===== config.mk =====
export PLATFORM = sky130hd
export DESIGN_NAME = whack_button_frontend
export DESIGN_NICKNAME = d
export VERILOG_FILES = /design/src/rtl/whack_button_frontend.sv
export SDC_FILE = /design/constraint.sdc
export NUM_CORES = 1
export LEC_CHECK = 0
export ABC_CLOCK_PERIOD_IN_PS = 3100
export CORE_ASPECT_RATIO = 0.75
export CORE_MARGIN = 2
export CORE_UTILIZATION = 50
export CTS_CLUSTER_DIAMETER = 100
export DETAILED_ROUTE_END_ITERATION = 8
export GPL_ROUTABILITY_DRIVEN = 1
export PLACE_DENSITY = 0.7
export SETUP_SLACK_MARGIN = 0.05
export SLEW_MARGIN = 20
export SYNTH_ARGS = -nofsm -noshare
export SYNTH_HDL_FRONTEND = slang
export SYNTH_SLANG_ARGS = --single-unit
export TNS_END_PERCENT = 100

===== constraint.sdc =====
create_clock -name clk -period 3.1 [get_ports clk]
set_input_delay 0.31 -clock clk [delete_from_list [all_inputs] [get_ports clk]]
set_output_delay 0.31 -clock clk [all_outputs]
set_load 0.05 [all_outputs]

===== src/rtl/whack_button_frontend.sv =====
// Button input conditioner: synchronise, debounce, edge-detect and queue presses as whack events.
// Optional WHACK_MULTI_REJECT_EN: a cycle with more than one rising edge queues nothing.
module whack_button_frontend #(
    parameter int N_BTN           = 8,
    parameter int DEBOUNCE_CYCLES = 5000,
    parameter int CNT_W           = 13,
    localparam int IDX_W          = (N_BTN > 1) ? $clog2(N_BTN) : 1
) (
    input  logic             clk,
    input  logic             rst_n,
    input  logic             ena,
    input  logic [N_BTN-1:0] btn_raw,
    input  logic             hit_ready,
    output logic             hit_valid,
    output logic [IDX_W-1:0] hit_idx,
    output logic [N_BTN-1:0] btn_level,
    output logic             multi_press,
    output logic             overflow
);

    localparam logic [CNT_W-1:0] CNT_MAX = CNT_W'(DEBOUNCE_CYCLES - 1);

    logic [N_BTN-1:0] sync1_reg;
    logic [N_BTN-1:0] sync2_reg;
    logic [N_BTN-1:0] btn_level_reg;
    logic [N_BTN-1:0] level_next;
    logic [N_BTN-1:0] rise_next;
    logic [N_BTN-1:0] rise_reg;
    logic             multi_press_reg;
    logic             multi_next;
    logic [N_BTN-1:0] pending_reg;
    logic [N_BTN-1:0] pending_next;
    logic             overflow_reg;
    logic             overflow_next;
    logic [N_BTN-1:0] accept_mask;
    logic [N_BTN-1:0] set_mask;

    always_ff @(posedge clk) begin
        if (!rst_n) begin
            sync1_reg <= '0;
            sync2_reg <= '0;
        end else begin
            sync1_reg <= btn_raw;
            sync2_reg <= sync1_reg;
        end
    end

    // Each button owns its counter; the level only moves after a full run of stable samples.
    genvar gi;
    generate
        for (gi = 0; gi < N_BTN; gi++) begin : g_btn
            logic [CNT_W-1:0] cnt_reg;
            logic             differs;
            logic             expired;

            assign differs        = sync2_reg[gi] ^ btn_level_reg[gi];
            assign expired        = differs && (cnt_reg == CNT_MAX);
            assign level_next[gi] = btn_level_reg[gi] ^ expired;

            always_ff @(posedge clk) begin
                if (!rst_n) begin
                    cnt_reg <= '0;
                end else if (!differs || expired) begin
                    cnt_reg <= '0;
                end else begin
                    cnt_reg <= cnt_reg + 1'b1;
                end
            end
        end
    endgenerate

    assign rise_next  = level_next & ~btn_level_reg;
    // More than one bit set <=> clearing the lowest set bit leaves something behind.
    assign multi_next = |(rise_next & (rise_next - 1'b1));

    always_ff @(posedge clk) begin
        if (!rst_n) begin
            btn_level_reg   <= '0;
            rise_reg        <= '0;
            multi_press_reg <= 1'b0;
        end else begin
            btn_level_reg   <= level_next;
            rise_reg        <= rise_next;
            multi_press_reg <= multi_next;
        end
    end

    always_comb begin
        hit_idx = '0;
        for (int i = N_BTN - 1; i >= 0; i--) begin
            if (pending_reg[i]) begin
                hit_idx = IDX_W'(i);
            end
        end
    end

    assign hit_valid = (|pending_reg) && ena;

    always_comb begin
        accept_mask = '0;
        if (hit_valid && hit_ready) begin
            accept_mask[hit_idx] = 1'b1;
        end
    end

`ifdef WHACK_MULTI_REJECT_EN
    assign set_mask = multi_press_reg ? '0 : rise_reg;
`else
    assign set_mask = rise_reg;
`endif

    // A press landing on a bit accepted this same cycle is simply re-queued, not an overflow.
    always_comb begin
        pending_next  = pending_reg;
        overflow_next = overflow_reg;
        if (!ena) begin
            pending_next = '0;
        end else begin
            overflow_next = overflow_reg | (|(set_mask & pending_reg & ~accept_mask));
            pending_next  = (pending_reg & ~accept_mask) | set_mask;
        end
    end

    always_ff @(posedge clk) begin
        if (!rst_n) begin
            pending_reg  <= '0;
            overflow_reg <= 1'b0;
        end else begin
            pending_reg  <= pending_next;
            overflow_reg <= overflow_next;
        end
    end

    assign btn_level   = btn_level_reg;
    assign multi_press = multi_press_reg;
    assign overflow    = overflow_reg;

endmodule

==> run_results.csv <==
group,metric,value,unit
global_route,grt-ovfl-total,0,
clocking,cts_resized,0,
clocking,htreeDepth,4,
critical_path,worst-path-max-fanout,8,
critical_path,worstSetupEndpointType,"output port",
routing,routed_wl,11200,um
synthesis,yosys.area.top_type,"dfxtp_1",
global_route,grt_max_degree,17,
synthesis,yosysMostFrequentCell,"dfxtp_1",
clocking,clk_latency,0.42,ns
layout,fin_nets,728,
layout,syn_to_final_growth,16.5,%
floorplanning,start_util,52.0,%
power_and_ir_drop,ir_drop,0.000437,V
run,maxCapViolations,0,
routing,drt-initial-drc-count,206,
synthesis,ys_async_sr_fraction,0,%
global_route,grt_use_total,18.2,%
synthesis,avgSynthCellArea,9.09,um^2
critical_path,reg2reg_slack,1.06,ns
timing,finalHoldViolations,0,
clocking,cts_setup_buffers,0,
synthesis,yosys_most_used_dff,"dfxtp_1",
clocking,clockBufferDepth,2,
placed_design,dp_hpwl,7840,um
clocking,ctsHoldBuffers,0,
synthesis,synth_seq_area_share,47.7,%
timing,final-setup-viol-count,0,
hold_path,min_path_type,"flip-flop to flip-flop",
placed_design,gp_congestion,0.830,
clocking,root_buffer,"clkbuf_16",
global_route,grt_pass1_wl,19300,um
global_route,antenna_found_initial,0,
run_status,status,"finished, final reports clean",
floorplanning,core,0.0118,mm^2
critical_path,required,2.79,ns
critical_path,cp-start-kind,"flip-flop",
floorplanning,num_rows,34,
timing,period_minus_slack,2.65,ns
synthesis,synth.net_count,694,
timing,clock_skew,0.00937,ns
layout,seq_area,0.00292,mm^2
timing,timing.slew.headroom,61.5,%
layout,instances_no_fill,883,
routing,antenna_left,0,
synthesis,netlist.area_leader.share,47.7,%
power_and_ir_drop,p_leak,2.52,nW
placed_design,dp_cells,851,
global_route,grt_pass1_vias,4199,
timing,tightest_slew,0.571,ns
power_and_ir_drop,power_density,555,mW/mm^2
synthesis,ys_seq_elements,146,
placed_design,io_buffer_count,25,
routing,wire_per_inst,12.6,um
layout,fillers,1011,
routing,routed-via-count,4516,
routing,firstDrtPassIters,4,
routing,vias_per_cell,5.11,
layout,multiInputGateArea,0.00306,mm^2
floorplanning,io_pins,26,
timing,fin_tns_setup,0,ns
timing,drv_slew,0,
synthesis,netlist-cell-type-count,52,
clocking,cts_tree,"done",
layout,fin_area,0.00714,mm^2
placed_design,dpl_cell_area,0.00655,mm^2
floorplanning,fp.dieArea,0.0132,mm^2
synthesis,syn_area,0.00612,mm^2
critical_path,cp.arrival,2.34,ns
timing,fin_crit_sh,85.6,%
layout,drive_above_1_share,6.24,%
timing,clock.fmax,377,MHz
synthesis,ys_top_cells_by_count,"146 x dfxtp_1, 140 x nor2_1, 55 x xor2_1, 40 x nand3_1, 37 x xnor2_1",
clocking,cts_made_buffers,17,
clocking,clock_sinks,146,
timing,rsz0062_at_grt,"false",
clocking,cts.clk_slew.worst_paths,0.06,ns
synthesis,synth_edf_count,0,
floorplanning,die_height,99.9,um
layout,final_core_utilization,60.6,%
synthesis,synth_cells,674,
layout,antenna_cells,0,
routing,drc,0,
floorplanning,fp.dieW,132,um
synthesis,synth_area_leaders,"dfxtp_1 48%, nor2_1 8.6%, xor2_1 7.9%",
synthesis,ys.warnings.count,0,
critical_path,crit_type,"flip-flop to output port",
layout,largest_register_ffs,104,
==> critical path, cell delays in order, from the launching register on <==
cell and delay, ns:
dfxtp_1 0.37, nor4_1 0.56, nor2b_1 0.20, clkdlybuf4s50_1 0.80
==> per-stage QoR <==
| step | setup WS (ns) | hold slack, ns | total power (W) |
|---|---|---|---|
| floorplan | 1.23 | 0.412 | 0.00197 |
| global placement | 0.913 | 0.415 | 0.00200 |
| detailed placement | 0.906 | 0.419 | 0.00200 |
| CTS | 0.425 | 0.433 | 0.00400 |
| global route | 0.319 | 0.446 | 0.00410 |
| finish | 0.446 | 0.432 | 0.00396 |
==> worst paths after layout <==
| path | from | depth (start not counted) | endpoint |
|---|---|---|---|
| setup / recovery | pending_reg[0] | 3 | hit_idx[2] |
| hold / removal | sync1_reg[0] | 1 | sync2_reg[0] |
| setup reg to reg | g_btn[5].cnt_reg[0] | 6 | multi_press |
| hold reg to reg | sync1_reg[0] | 1 | sync2_reg[0] |
==> kinds of logic after synthesis <==
group           synth area share [%]
compound gates                  3.92
xor+xnor                        13.2
fa+ha+maj                       1.82
buf+inv                         2.25
flops                           47.7
mux                             1.31
simple gates                    29.8
==> metal layers <==
metal / global-route usage, % / vias to the layer above / routed length (um) / part of all wire, %
li1: - / 2369 / - / -
met1: 24.2 / 2063 / 5750 / 52
met2: 28.4 / 70 / 4800 / 43
met3: 4.65 / 14 / 412 / 3.7
met4: 7.69 / 0 / 185 / 1.7
met5: 0 / - / 0 / 0
==> cell usage in the layout, fill, tap and decap left out, types with 10 or more instances in the layout <==
master,count
clkbuf_16,17
nand3_1,40
o21ai_0,11
a21oi_1,13
xor2_1,55
xnor2_1,37
inv_1,23
and2_1,26
nand4_1,27
dfxtp_1,146
and3_1,10
nor3_1,11
clkdlybuf4s50_1,25
nand2_1,31
nor2_1,140
==> where the power goes <==
part	total (W)	internal, W	switching [W]
clock network	0.00201	0.00122	0.000786
logic	0.0000590	0.0000265	0.0000325
registers	0.00190	0.00189	0.00000684
==> area by class of cell <==
type / count / area share, %
well taps: 162 / 2.84
multi-input cells: 492 / 42.9
repair buffers: 28 / 3.82
inverters: 23 / 1.21
flip-flops and latches: 146 / 41.0
clock buffers: 19 / 6.35
clock inverters: 13 / 1.89
No activity file was read; power rests on OpenSTA's default activity.
